**src/rtl/ula_pkg.sv**
```systemverilog
// Shared constants, opcode/state encodings and opcode property helpers for the
// ula_ctrl sequencing/execute stage.
package ula_pkg;

    localparam int DataWidth = 8;
    localparam int AddrWidth = 3;
    localparam int MulCycles = 8;

    typedef enum logic [3:0] {
        OP_ADD  = 4'd0,
        OP_SUB  = 4'd1,
        OP_AND  = 4'd2,
        OP_OR   = 4'd3,
        OP_XOR  = 4'd4,
        OP_NOT  = 4'd5,
        OP_SHL  = 4'd6,
        OP_SHR  = 4'd7,
        OP_ADDI = 4'd8,
        OP_MOVI = 4'd9,
        OP_MUL  = 4'd10,
        OP_CMP  = 4'd11,
        OP_NOP  = 4'd12
    } op_t;

    typedef enum logic [2:0] {
        ST_IDLE = 3'd0,
        ST_READ = 3'd1,
        ST_EXEC = 3'd2,
        ST_MUL  = 3'd3,
        ST_WB   = 3'd4
    } state_t;

    // Opcodes that produce a register-file write (rd==0 still suppresses it).
    function automatic logic op_writes(op_t op);
        logic w;
        case (op)
            OP_ADD, OP_SUB, OP_AND, OP_OR, OP_XOR, OP_NOT,
            OP_SHL, OP_SHR, OP_ADDI, OP_MOVI, OP_MUL: w = 1'b1;
            default:                                  w = 1'b0;
        endcase
        return w;
    endfunction

    // Every opcode except the NOP range updates zero/carry.
    function automatic logic op_sets_flags(op_t op);
        logic f;
        case (op)
            OP_ADD, OP_SUB, OP_AND, OP_OR, OP_XOR, OP_NOT, OP_SHL,
            OP_SHR, OP_ADDI, OP_MOVI, OP_MUL, OP_CMP: f = 1'b1;
            default:                                  f = 1'b0;
        endcase
        return f;
    endfunction

endpackage

```
**src/rtl/ula_alu.sv**
```systemverilog
// Combinational ULA datapath for all single-cycle opcodes; MUL is iterated in
// ula_ctrl, so it yields zero here.
module ula_alu
    import ula_pkg::*;
(
    input  op_t                  op,
    input  logic [DataWidth-1:0] a,
    input  logic [DataWidth-1:0] b,
    input  logic [DataWidth-1:0] imm,
    output logic [DataWidth-1:0] result,
    output logic                 carry
);

    logic [DataWidth:0] wide_s;

    // Result and carry/borrow/shift-out selection by opcode
    always_comb begin
        wide_s = '0;
        result = '0;
        carry  = 1'b0;
        case (op)
            OP_ADD: begin
                wide_s = {1'b0, a} + {1'b0, b};
                result = wide_s[DataWidth-1:0];
                carry  = wide_s[DataWidth];
            end
            OP_SUB, OP_CMP: begin
                // The 9th bit of the difference is the borrow (a < b).
                wide_s = {1'b0, a} - {1'b0, b};
                result = wide_s[DataWidth-1:0];
                carry  = wide_s[DataWidth];
            end
            OP_AND: result = a & b;
            OP_OR:  result = a | b;
            OP_XOR: result = a ^ b;
            OP_NOT: result = ~a;
            OP_SHL: begin
                result = {a[DataWidth-2:0], 1'b0};
                carry  = a[DataWidth-1];
            end
            OP_SHR: begin
                result = {1'b0, a[DataWidth-1:1]};
                carry  = a[0];
            end
            OP_ADDI: begin
                wide_s = {1'b0, a} + {1'b0, imm};
                result = wide_s[DataWidth-1:0];
                carry  = wide_s[DataWidth];
            end
            OP_MOVI: result = imm;
            default: begin
                result = '0;
                carry  = 1'b0;
            end
        endcase
    end

endmodule

```
**src/rtl/ula_ctrl.sv**
```systemverilog
// Sequencing/execute stage: accepts one instruction, reads operands from the
// register file, executes (iterative shift-add for MUL) and writes back.
module ula_ctrl
    import ula_pkg::*;
(
    input  logic                 clk,
    input  logic                 reset,
    input  logic                 instr_valid,
    output logic                 instr_ready,
    input  logic [3:0]           instr_op,
    input  logic [AddrWidth-1:0] instr_rd,
    input  logic [AddrWidth-1:0] instr_rs1,
    input  logic [AddrWidth-1:0] instr_rs2,
    input  logic [DataWidth-1:0] instr_imm,
    output logic [AddrWidth-1:0] ra1,
    output logic [AddrWidth-1:0] ra2,
    input  logic [DataWidth-1:0] rd1,
    input  logic [DataWidth-1:0] rd2,
    output logic [AddrWidth-1:0] wa3,
    output logic [DataWidth-1:0] wd3,
    output logic                 we3,
    output logic                 flag_z,
    output logic                 flag_c,
    output logic                 busy,
    output logic                 done
);

    localparam int AccWidth = 2 * DataWidth;

    state_t                 state_q, state_d;
    op_t                    op_q, op_d;
    logic [AddrWidth-1:0]   rd_q, rd_d;
    logic [DataWidth-1:0]   imm_q, imm_d;
    logic [AddrWidth-1:0]   ra1_q, ra1_d, ra2_q, ra2_d;
    logic [DataWidth-1:0]   a_q, a_d, b_q, b_d;
    logic [AccWidth-1:0]    acc_q, acc_d, mcand_q, mcand_d;
    logic [DataWidth-1:0]   mplier_q, mplier_d;
    logic [2:0]             cnt_q, cnt_d;
    logic [AddrWidth-1:0]   wa3_q, wa3_d;
    logic [DataWidth-1:0]   wd3_q, wd3_d;
    logic                   we3_q, we3_d, done_q, done_d, busy_q, busy_d;
    logic                   fz_q, fz_d, fc_q, fc_d;
    logic [DataWidth-1:0]   alu_res_s;
    logic                   alu_c_s;
    logic [AccWidth-1:0]    mul_sum_s;

    ula_alu u_alu (
        .op     (op_q),
        .a      (a_q),
        .b      (b_q),
        .imm    (imm_q),
        .result (alu_res_s),
        .carry  (alu_c_s)
    );

    assign instr_ready = (state_q == ST_IDLE) && !reset;

    // Next-state and next-output computation for the instruction sequencer
    always_comb begin
        state_d  = state_q;
        op_d     = op_q;
        rd_d     = rd_q;
        imm_d    = imm_q;
        ra1_d    = ra1_q;
        ra2_d    = ra2_q;
        a_d      = a_q;
        b_d      = b_q;
        acc_d    = acc_q;
        mcand_d  = mcand_q;
        mplier_d = mplier_q;
        cnt_d    = cnt_q;
        wa3_d    = wa3_q;
        wd3_d    = wd3_q;
        fz_d     = fz_q;
        fc_d     = fc_q;
        we3_d    = 1'b0;
        done_d   = 1'b0;
        mul_sum_s = acc_q + (mplier_q[0] ? mcand_q : {AccWidth{1'b0}});
        case (state_q)
            ST_IDLE: begin
                if (instr_valid && instr_ready) begin
                    op_d    = op_t'(instr_op);
                    rd_d    = instr_rd;
                    imm_d   = instr_imm;
                    ra1_d   = instr_rs1;
                    ra2_d   = instr_rs2;
                    state_d = ST_READ;
                end else begin
                    state_d = ST_IDLE;
                end
            end
            ST_READ: begin
                a_d      = rd1;
                b_d      = rd2;
                mcand_d  = {{DataWidth{1'b0}}, rd1};
                mplier_d = rd2;
                acc_d    = '0;
                cnt_d    = 3'd0;
                state_d  = (op_q == OP_MUL) ? ST_MUL : ST_EXEC;
            end
            ST_EXEC: begin
                if (op_sets_flags(op_q)) begin
                    fz_d = (alu_res_s == '0);
                    fc_d = alu_c_s;
                end else begin
                    fz_d = fz_q;
                    fc_d = fc_q;
                end
                wa3_d   = rd_q;
                wd3_d   = alu_res_s;
                we3_d   = op_writes(op_q) && (rd_q != '0);
                done_d  = 1'b1;
                state_d = ST_WB;
            end
            ST_MUL: begin
                // One multiplier bit per cycle, LSB first.
                acc_d    = mul_sum_s;
                mcand_d  = {mcand_q[AccWidth-2:0], 1'b0};
                mplier_d = {1'b0, mplier_q[DataWidth-1:1]};
                cnt_d    = cnt_q + 3'd1;
                if (cnt_q == 3'(MulCycles - 1)) begin
                    fz_d    = (mul_sum_s[DataWidth-1:0] == '0);
                    fc_d    = (mul_sum_s[AccWidth-1:DataWidth] != '0);
                    wa3_d   = rd_q;
                    wd3_d   = mul_sum_s[DataWidth-1:0];
                    we3_d   = (rd_q != '0);
                    done_d  = 1'b1;
                    state_d = ST_WB;
                end else begin
                    state_d = ST_MUL;
                end
            end
            ST_WB:   state_d = ST_IDLE;
            default: state_d = ST_IDLE;
        endcase
        busy_d = (state_d != ST_IDLE);
    end

    // State and registered outputs; reset aborts any instruction in flight
    always_ff @(posedge clk) begin
        if (reset) begin
            state_q  <= ST_IDLE;
            op_q     <= OP_NOP;
            rd_q     <= '0;
            imm_q    <= '0;
            ra1_q    <= '0;
            ra2_q    <= '0;
            a_q      <= '0;
            b_q      <= '0;
            acc_q    <= '0;
            mcand_q  <= '0;
            mplier_q <= '0;
            cnt_q    <= 3'd0;
            wa3_q    <= '0;
            wd3_q    <= '0;
            we3_q    <= 1'b0;
            done_q   <= 1'b0;
            busy_q   <= 1'b0;
            fz_q     <= 1'b0;
            fc_q     <= 1'b0;
        end else begin
            state_q  <= state_d;
            op_q     <= op_d;
            rd_q     <= rd_d;
            imm_q    <= imm_d;
            ra1_q    <= ra1_d;
            ra2_q    <= ra2_d;
            a_q      <= a_d;
            b_q      <= b_d;
            acc_q    <= acc_d;
            mcand_q  <= mcand_d;
            mplier_q <= mplier_d;
            cnt_q    <= cnt_d;
            wa3_q    <= wa3_d;
            wd3_q    <= wd3_d;
            we3_q    <= we3_d;
            done_q   <= done_d;
            busy_q   <= busy_d;
            fz_q     <= fz_d;
            fc_q     <= fc_d;
        end
    end

    assign ra1    = ra1_q;
    assign ra2    = ra2_q;
    assign wa3    = wa3_q;
    assign wd3    = wd3_q;
    assign we3    = we3_q;
    assign done   = done_q;
    assign busy   = busy_q;
    assign flag_z = fz_q;
    assign flag_c = fc_q;

endmodule
```
**config.mk**
```make
export PLATFORM = sky130hd
export DESIGN_NAME = ula_ctrl
export DESIGN_NICKNAME = d
export VERILOG_FILES = /design/src/rtl/ula_pkg.sv /design/src/rtl/ula_alu.sv /design/src/rtl/ula_ctrl.sv
export SDC_FILE = /design/constraint.sdc
export NUM_CORES = 1
export LEC_CHECK = 0
export ABC_AREA = 1
export CAP_MARGIN = 20
export CORE_ASPECT_RATIO = 0.7
export CORE_MARGIN = 1
export CORE_UTILIZATION = 35
export CTS_CLUSTER_DIAMETER = 200
export DETAILED_ROUTE_END_ITERATION = 7
export GPL_ROUTABILITY_DRIVEN = 0
export HOLD_SLACK_MARGIN = 0.02
export PLACE_DENSITY_LB_ADDON = 0.25
export SYNTH_ARGS = -nofsm -noshare
export SYNTH_HDL_FRONTEND = slang
export SYNTH_SLANG_ARGS = --single-unit
```
**constraint.sdc**
```tcl
create_clock -name clk -period 6.9 [get_ports clk]
set_input_delay 1.035 -clock clk [delete_from_list [all_inputs] [get_ports clk]]
set_output_delay 1.035 -clock clk [all_outputs]
set_load 0.1 [all_outputs]
```
Word level (Yosys, flattened, before mapping)
Memory sizes are Yosys's and may differ from the RTL's. A register that Yosys moved wholly into a read port is not among the register bits. Index checks and enable logic that the tools add are counted.

Equal/unequal tests: 17. Bitwise operators: 4. Multiplexer cells: 31. Reductions and logical operators: 17. Add/sub/neg operators: 5.

Operators by type and width (number): $pmux 8 s10 (1); $pmux 16 s2 (2); $pmux 8 s2 (2); $add 8x8->9 (2); $add 16x16->16 (1); $eq 4x3->1 const B (4); $eq 4x4->1 const B (4); $logic_not 8->1 (2); $mux 16 (1); $mux 4 (4); $pmux 3 s2 (2); $pmux 3 s4 (1); $mux 1 (10); $sub 8x8->9 (1); $and 8x8->8 (1); $eq 4x2->1 const B (2); $mux 8 (1); $not 8->8 (1); $or 8x8->8 (1); $pmux 1 s2 (4); $reduce_bool 8->1 (1); $xor 8x8->8 (1); $eq 3x2->1 const B (2); $mux 3 (2); 15 further kinds (21).

Output and inout port bits: 23. Memories: 2. Bits in read-only memories: 32. Word-level logic and storage cells: 95. Bits of input ports: 40. Register bits after elaboration: 99.

Memory list: (no name shown) (depth 16, width 1, rd ports 1, clocked after Yosys merged registers in 1, wr ports 0, line ula_pkg.sv:47) `case (op)`; (no name shown) (depth 16, width 1, rd ports 1, clocked after Yosys merged registers in 1, wr ports 0, line ula_pkg.sv:36) `case (op)`.

Logic depth before layout (Yosys ltp)
Depth after elaboration: 6. Mapped depth: 19. Depth with buffers taken out: 17.

Cells and area by module
From an unflattened synthesis, not the netlist that was laid out.

Cell total of the unflattened synthesis: 1032. Area, all modules: 6650.1 µm².

By module, submodules not included: ula_ctrl (instances 1, area an instance 4828.4 µm², cells each 702, sequential area each 2021.9 µm²); ula_alu (instances 1, area an instance 1821.7 µm², cells each 330, sequential area each 0.0 µm²).

Worst setup path before layout
OpenSTA, ideal clock, no wires.

Path kind: input-to-output. Start point: input reset. End point: output instr_ready. Required time: 5.865 ns. Stages on the path: 1. Arrival time: 2.732 ns. Slack: 3.133 ns. Path through: nor4_2.

Cells in the longest elaborated chain, start to end: 2.

RTL lines: start: declaration (line ula_ctrl.sv:7) `input logic reset,`; $logic_not 1->1 (line ula_ctrl.sv:56) `assign instr_ready = (state_q == ST_IDLE) && !reset;`; $logic_and 1x1->1 (line ula_ctrl.sv:56); end: declaration (line ula_ctrl.sv:9) `output logic instr_ready,`.

Every way passes these cells.

Worst setup path in the final report
Same ends and word-level chain as after synthesis.

==> impl_results.md <==
- Outcome: finished clean
- Clk sink count: 101
- Top cells by area, synth: dfxtp_1 30%, nand2_1 19%, ha_1 9.2%, inv_1 7.5%, a21oi_1 7.0%
- Endpoint class of the critical path: primary output
- Min cycle time layout: 3780 ps
- ANT cells: 0
- Nets: 1187
- CTS tree: done
- Routed len/inst: 15.3 µm
- Via density: 5.08
- Final hold violation count: 0
- Distinct cells, synth: 39
- Layout cells sized above 1: 0.0382
- Fmax: 265 MHz
- Cell Chain, Critical Path: buf_2 > nor4_2 > clkdlybuf4s50_1
- PwrDens: 173 mW/mm²
- GRT Util Overall: 0.213
- Row count: 41
- Post-route cell area: 0.00776 mm²
- Initial antenna violation count: 0
- Iteration-0 DRC Markers: 753
- Synthesized instance count: 1055
- Via count of the routed design: 6786
- Peak supply drop: 0.0972 mV
- Simple-gate portion of the synthesized area: 0.342
- H-tree depth: 3
- Pin count of the biggest net entering global routing: 74
- Startpoint type of the worst setup path: input pin
- Count of final setup violators: 0
- First-pass GRT wire length: 32500 µm
- Synth Area in Adders: 0.104
- Area after DPL: 0.00746 mm²
- Crit Path Max Fanout: 3
- Clock slew at reported path FFs: 80 ps
- Post-route antenna net violation count: 0
- Clock Tree Buf Depth: 2
- RSZ-0062 raised after global routing: false
- Yosys reg bits: 101
- Crit path buffers/inverters: 2
- DRT Pass-1 Iters: 5
- Area leader, netlist: dfxtp_1
- Post-synthesis mux area share: 0
- Final Cycle Share: 0.547
- Largest delay share family, worst path: buffers and inverters
- EDFF count, synth: 0
- Least-Margin Pin Slew: 994 ps
- Post-CTS Setup Inserts: 0
- Num ports: 63
- Yosys top cell area share: 0.303
- Cts hold-fix bufs: 0
- Cell with the most instances after synthesis: nand2_1
- Number of global-route vias before repair: 5882
- Pins Over Slew Limit: 0
- Critical path's largest stage delay: 1240 ps
- Max Cap Viol: 0
- Post-Syn Nets: 1148
- CP arrival: 2740 ps
- Die ar.: 0.0196 mm²
- Worst hold path class: register to register
- Syn_area_per_cell: 6.33 µm²
- Setup TNS: 0 ps
- CTS Root Cell: clkbuf_16
- Largest family of logic cells by synthesized area: simple AND/OR/NAND/NOR gates
- Residual DRC count: 0
- Async set-or-reset flop fraction in the synthesized netlist: 0
- Top cells by count, synth: 335 x nand2_1, 134 x inv_1, 101 x dfxtp_1, 94 x a21oi_1, 84 x nand3_1
- Gr ovfl total: 0
- Syn. warnings: 0
- Synth-to-Final Area Change: 16.2%
- Clk Latency, worst-skew pair: 360 ps
- Post-DP HPWL: 15700 µm
- Die W: 167 µm
- Required time worst endpoint: 5860 ps
- Sequential area share after synthesis: 0.303
- Num CTS Buffers: 9
- Post-Syn Area: 0.00668 mm²
- Crit path kind: input pin to primary output
- Die Span Y: 118 µm
- Core region area: 0.0184 mm²
- CP max stage cell: clkdlybuf4s50_1
- Synth Area in Compound Gates: 0.134
- Starting Density: 0.364
- PostCTS Resize Cnt: 0
- Main flop type after synthesis: dfxtp_1
- Post-Synth XOR/XNOR Area: 0.0144
- IO buf count: 62
- Drt total wl: 20400 µm
- Leakage: 3.63 nW
- Worst Skew: 10.1 ps
- Max_slew headroom: 0.335
## flip-flops by register name (all words and copies together) (netlist names), 3 cells and up, named ones only
signal    count
a_q           8
acc_q        16
b_q           8
cnt_q         3
imm_q         8
mcand_q      16
mplier_q      8
op_q          4
ra1           3
ra2           3
rd_q          3
state_q       3
wa3           3
wd3           8
## cell usage in the layout (no fill, tap or decap), types with 4 or more instances in the layout
cell type / instances
a21oi_1: 94
a31oi_1: 14
clkbuf_16: 9
clkdlybuf4s50_1: 61
dfxtp_1: 101
fa_1: 4
ha_1: 49
inv_1: 134
inv_2: 11
nand2_1: 335
nand3_1: 84
nand3b_1: 4
nand4_1: 16
nor2_1: 83
nor3_1: 4
o211ai_1: 5
o21ai_0: 28
o21ai_1: 9
or2_1: 4
xnor2_1: 5
xor2_1: 6
## worst paths after layout
check / slack, ps / endpoint / cells after the start / start
setup / recovery: 3120 / instr_ready / 3 / reset
hold / removal: 470 / mplier_q[7]$_SDFFE_PP0P_ / 2 / mplier_q[7]$_SDFFE_PP0P_
setup reg to reg: 4260 / flag_c$_SDFFE_PP0P_ / 15 / mplier_q[0]$_SDFFE_PP0P_
hold reg to reg: 470 / mplier_q[7]$_SDFFE_PP0P_ / 2 / mplier_q[7]$_SDFFE_PP0P_
## metrics by stage
stage | worst slack (ps) | utilization | hold slack, ps | power (W) | cells
after floorplan | 3130 | - | 443 | 0.000769 | 1055
after global placement | 3190 | 0.406 | 455 | 0.000841 | 1319
after detailed placement | 3160 | 0.406 | 460 | 0.000842 | 1319
after CTS | 3150 | 0.423 | 471 | 0.00136 | 1335
after global routing | 3140 | 0.423 | 490 | 0.00140 | 1335
final | 3120 | 0.423 | 469 | 0.00134 | 1335
## report_power, final
group	leakage [nW]	switching [W]	internal [W]
logic	2.66	0.000145	0.0000674
clock network	0.148	0.000255	0.000257
registers	0.820	0.0000187	0.000601
## worst reg2reg max path, cell delays in order, from the launching register on
cell and delay, ps:
dfxtp_1 710, nand2_1 110, inv_1 90, ha_1 310, nand2_1 170, inv_1 50
a21oi_1 280, nor2_1 90, nor2_1 170, nand2_1 70, nand2_1 60, nand2_1 60
nor2_1 80, nand2_1 60, o21ai_1 130, a21oi_1 70
## cell type report
cell class	instances	area (µm²)
fillers	1945	10600
multi-input cells	773	3970
flip-flops and latches	101	2020
repair buffers	64	631
inverters	145	544
well taps	236	295
clock buffers	9	225
clock inverters	7	78.8
## kinds of logic after synthesis
kind of cell	count (synthesis)
AO/OA/AOI/OAI	164
XOR/XNOR	11
buffers and inverters	181
adder cells (fa/ha/maj)	53
flip-flops	101
AND/OR/NAND/NOR	545
## metal layers
layer  track usage  wire [µm]
met1         0.337      10800
met2         0.277       7490
met3        0.0528       1920
met4        0.0498        235
met5             0          0
Note: power is estimated with default switching activity, not from simulation.
